$ cat src/rtl/ah_snoop_admit_stage.sv
// Admission stage in front of the snoopable request FIFO: one request in flight,
// snooped by key before push, held back while the key is already queued.
module ah_snoop_admit_stage #(
  parameter int DATA_W    = 132,
  parameter int KEY_W     = 16,
  parameter int RETRY_GAP = 4,
  parameter int TIMEOUT   = 255
) (
  input  logic              clk_i,
  input  logic              rstn_i,
  input  logic [DATA_W-1:0] in_data_i,
  input  logic              in_valid_i,
  output logic              in_ready_o,
  output logic [DATA_W-1:0] wdata_o,
  output logic              wvalid_o,
  input  logic              wready_i,
  output logic [KEY_W-1:0]  sdata_o,
  output logic              svalid_o,
  input  logic              smatch_i,
  output logic              hazard_timeout_o,
  output logic [15:0]       stall_cnt_o
);

  localparam int GAP_W = (RETRY_GAP > 1) ? $clog2(RETRY_GAP) : 1;
  localparam int TO_W  = 8;

  typedef enum logic [2:0] {
    S_IDLE,
    S_SNOOP,
    S_CHECK,
    S_WAIT,
    S_PUSH
  } state_e;

  state_e              state_q, state_d;
  logic [DATA_W-1:0]   hold_q, hold_d;
  logic [GAP_W-1:0]    gap_q, gap_d;
  logic [TO_W-1:0]     to_q, to_d;
  logic [15:0]         stall_q, stall_d;
  logic                hto_q, hto_d;
  logic                hazard;
  logic                to_hit;

  assign to_hit = (to_q == TO_W'(TIMEOUT));

  always_comb begin
    state_d = state_q;
    hold_d  = hold_q;
    gap_d   = gap_q;
    to_d    = to_q;
    stall_d = stall_q;
    hto_d   = 1'b0;
    hazard  = 1'b0;
    case (state_q)
      S_IDLE: begin
        if (in_valid_i) begin
          hold_d  = in_data_i;
          to_d    = '0;
          state_d = S_SNOOP;
        end
      end
      S_SNOOP: state_d = S_CHECK;
      S_CHECK: begin
        if (smatch_i) begin
          hazard = 1'b1;
          if (to_hit) begin
            hto_d   = 1'b1;
            state_d = S_PUSH;
          end else begin
            gap_d   = GAP_W'(RETRY_GAP - 1);
            state_d = S_WAIT;
          end
        end else begin
          state_d = S_PUSH;
        end
      end
      S_WAIT: begin
        hazard = 1'b1;
        // Timeout wins over the retry gap so the stall bound is exact.
        if (to_hit) begin
          hto_d   = 1'b1;
          state_d = S_PUSH;
        end else if (gap_q == '0) begin
          state_d = S_SNOOP;
        end else begin
          gap_d = gap_q - GAP_W'(1);
        end
      end
      S_PUSH: begin
        if (wready_i) state_d = S_IDLE;
      end
      default: state_d = S_IDLE;
    endcase
    if (hazard) begin
      to_d = to_q + TO_W'(1);
      if (stall_q != 16'hFFFF) stall_d = stall_q + 16'd1;
    end
  end

  always_ff @(posedge clk_i or negedge rstn_i) begin
    if (!rstn_i) begin
      state_q <= S_IDLE;
      hold_q  <= '0;
      gap_q   <= '0;
      to_q    <= '0;
      stall_q <= '0;
      hto_q   <= 1'b0;
    end else begin
      state_q <= state_d;
      hold_q  <= hold_d;
      gap_q   <= gap_d;
      to_q    <= to_d;
      stall_q <= stall_d;
      hto_q   <= hto_d;
    end
  end

  // Data buses are zeroed outside their strobe so a stale hold never leaks out.
  assign in_ready_o       = (state_q == S_IDLE);
  assign svalid_o         = (state_q == S_SNOOP);
  assign sdata_o          = svalid_o ? hold_q[KEY_W-1:0] : '0;
  assign wvalid_o         = (state_q == S_PUSH);
  assign wdata_o          = wvalid_o ? hold_q : '0;
  assign hazard_timeout_o = hto_q;
  assign stall_cnt_o      = stall_q;

endmodule

$ cat config.mk
export PLATFORM = sky130hd
export DESIGN_NAME = ah_snoop_admit_stage
export DESIGN_NICKNAME = d
export VERILOG_FILES = /design/src/rtl/ah_snoop_admit_stage.sv
export SDC_FILE = /design/constraint.sdc
export NUM_CORES = 1
export LEC_CHECK = 0
export ABC_AREA = 1
export CAP_MARGIN = 30
export CORE_UTILIZATION = 40
export CTS_CLUSTER_DIAMETER = 80
export DETAILED_ROUTE_END_ITERATION = 10
export PLACE_DENSITY_LB_ADDON = 0.25
export SETUP_SLACK_MARGIN = 0.3
export SLEW_MARGIN = 20
export SYNTH_ARGS = -nofsm -noshare
export SYNTH_HDL_FRONTEND = slang
export SYNTH_SLANG_ARGS = --single-unit
$ cat constraint.sdc
create_clock -name clk_i -period 1.9 [get_ports clk_i]
set_input_delay 0.285 -clock clk_i [delete_from_list [all_inputs] [get_ports clk_i]]
set_output_delay 0.285 -clock clk_i [all_outputs]
set_load 0.02 [all_outputs]
==> out/results.txt <==
I/O Pins: 305
post-synth top area cell: dfrtp_1
Vias: 7,064
full die area: 19,580 µm²
Setup crit start: state_q[0]
Initial DRT Pass Iterations: 7
Routed WL: 22,140 µm
Final Hold Fails: 0
min setup slack post-route: -100.1 ps
Die Y: 139.9 µm
Worst setup SP type: register
CP max FO: 8
P_sw: 6.400 mW
worst hold path type: in2async
Clk network pwr share: 19.8%
max-capacitance violation count: 0
Worst Max-Slew Pin Slew: 426.5 ps
Fmax: 500.0 MHz
Flop pwr share: 34.2%
Seq/Total Area, Yosys: 53.26%
DRT antenna net count: 0
critical path type: reg2out
Core Util, Final: 64.75%
Int Pwr: 9.720 mW
Rel. slew slack: 71.56%
FILL cells: 1,568
final setup fails: 101
clk slew on worst S/H paths: 70 ps
crit end category: output port
Avg Vias per Cell: 4.566
worst endpoint required time: 1620 ps
Slew Limit Fails: 0
Sequential Area: 4058 µm²
vias in the first global route: 6,486
Synth Warn #: 0
initial DRC count: 277
Worst Hold Margin: 350.7 ps
CP most frequent cell: buf_6
Synth area leaders: dfrtp_1, nand2_1, nor2_1
GRT Resource Usage Total: 22.55%
CTS buffer count: 17
count of cell types in the netlist: 27
#FFs+latches synth: 162
WL/cell: 14.31 µm
critical path cell sequence: buf_6 -> inv_4 -> nor3_4 -> inv_2 -> buf_6 -> buf_12 -> nor2_4 -> buf_6
sw frac: 39.70%
Worst VDD drop: 0.7082 mV
clock latency on the worst-skew pair: 420 ps
status: finished with violations
Placed Instances: 1,504
crit path DAT: 1720 ps
Area Overhead vs Synth: 59.13%
multi-input logic area: 3002 µm²
Synth top area share: 53.26%
CTS sink cnt: 162
RR Startpoint: state_q[0]
CTS Buffer Depth: 2
Area after DPL: 11,160 µm²
RSZ-0062 raised after global routing: yes
Crit-path slowest cell: dfrtp_1
antenna cells: 0
# port buffers: 304
# H-tree levels: 4
global-route wire length before repair: 34,180 µm
syn_nets: 1,107
Final Skew: 13.27 ps
largest net degree at the start of global routing: 72
DRC: 0
GRT overflow: 0
synthesized area: 7611 µm²
fin nets: 1,441
R2R setup slack: 210 ps
initial antenna violation count: 0
PwrDens: 1331 nW/µm²
synthesized area per cell: 7.871 µm²
Non-Filler Instances: 1,547
Mapped Cells: 967
fin area: 12,110 µm²
dpl hpwl: 16,210 µm
CTS tree: built
Initial Util: 40.69%
fin crit share: 105.3%
layout cells sized above 1: 26.12%
R2R depth: 10
CTS root buffer: clkbuf_16
slowest cell delay on critical path: 420 ps
Final Critical Period: 2000 ps
FP Rows: 50
Combinational Power Share: 45.9%
leakage: 5.873 nW
routability cong.: 0.8096
Worst R2R End: hold_q[85]
failing checks: setup timing
core area: 18,710 µm²
Die X: 139.9 µm
==> worst max-delay path, delay by kind of cell (launching register included) <==
| kind | cells | cell delay, ps |
|---|---|---|
| buf+inv | 6 | 660 |
| flops | 1 | 420 |
| simple gates | 2 | 220 |
==> registers in the layout (all words and copies together) (netlist names) <==
signal,cells
to_q,8
gap_q,2
hazard_timeout_o,1
stall_cnt_o,16
state_q,3
hold_q,132
==> per-layer routing <==
metal / vias to the layer above / GRT usage [%] / share of wire (%)
met5: - / 0 / 0
met4: 0 / 9.543 / 2.6
met3: 32 / 4.650 / 4.8
met2: 203 / 37.13 / 50
met1: 3231 / 28.93 / 42
li1: 3598 / - / -
==> how the worst max path moves through the flow <==
stage,endpoint,slack (ps),cells past startpoint
after floorplan,sdata_o[10],280,4
after global placement,wdata_o[131],-160,6
after detailed placement,wdata_o[131],-170,6
after CTS,wdata_o[131],-100,6
after global routing,wdata_o[18],-170,6
final,sdata_o[4],-100,8
==> stage by stage <==
stage	total power [mW]	setup WS, ps	setup TNS (ps)
3_5_place_dp	12.10	-168.1	-5270
2_1_floorplan	9.496	283.1	0
5_1_grt	17.23	-169.5	-11620
6_report	16.12	-100.1	-3359
4_1_cts	15.37	-102.7	-5806
3_3_place_gp	11.94	-162.7	-3970
==> power by group through the flow <==
stage / clock [mW] / combinational [mW] / sequential, mW
floorplan: 0 / 3.98 / 5.52
global placement: 0 / 6.42 / 5.52
detailed placement: 0 / 6.53 / 5.57
CTS: 3.26 / 6.61 / 5.51
global route: 3.41 / 8.15 / 5.68
finish: 3.20 / 7.41 / 5.52
==> layout by cell type (no fill, tap or decap), types with 4 or more instances in the layout <==
cell type,count
clkinvlp_4,4
buf_12,17
nand2_1,222
clkbuf_16,17
xnor2_1,6
inv_1,154
inv_6,7
buf_4,120
nor2_1,96
inv_2,4
buf_6,68
o21ai_0,34
dlymetal6s2s_1,10
o21ai_1,112
dfrtp_1,159
nand4_1,6
nand3_1,14
nor2_4,32
nor2_2,53
clkdlybuf4s50_1,142
==> cells by family after synthesis <==
logic type | Yosys count | share of synthesized area (%)
simple gates | 432 | 22.32
fa+ha+maj | 3 | 0.4932
buf+inv | 207 | 12.49
flops | 162 | 53.26
compound gates | 154 | 10.39
xor+xnor | 9 | 1.036
==> area by class of cell <==
cell class / instances / area share (%)
Tap cell: 234 / 2.417
Clock inverter: 14 / 0.9917
Timing Repair Buffer: 362 / 29.77
Clock buffer: 17 / 3.512
Inverter: 160 / 5.021
Sequential cell: 162 / 33.50
Multi-Input combinational cell: 598 / 24.78
==> synthesized netlist by cell type (all sizes together) <==
| master | n |
|---|---|
| o21ai | 148 |
| xnor2 | 6 |
| inv | 160 |
| o221ai | 1 |
| ha | 3 |
| dfrtp | 162 |
| o22ai | 2 |
| nor3 | 1 |
| nand3 | 14 |
| nand2 | 227 |
| nor2 | 181 |
| a21oi | 2 |
| nand4 | 6 |
| xor2 | 3 |
| o31ai | 1 |
| nand3b | 3 |
| clkbuf | 6 |
| buf | 41 |
==> what timing repair did <==
action,in CTS,in global routing
hold buffers,1,0
endpoints found under the setup margin,284,308
hold endpoints to repair,35,0
pin swaps,0,5
gates resized for setup,777,171
setup buffers,5,6
Power figures use the tool's default switching activity.
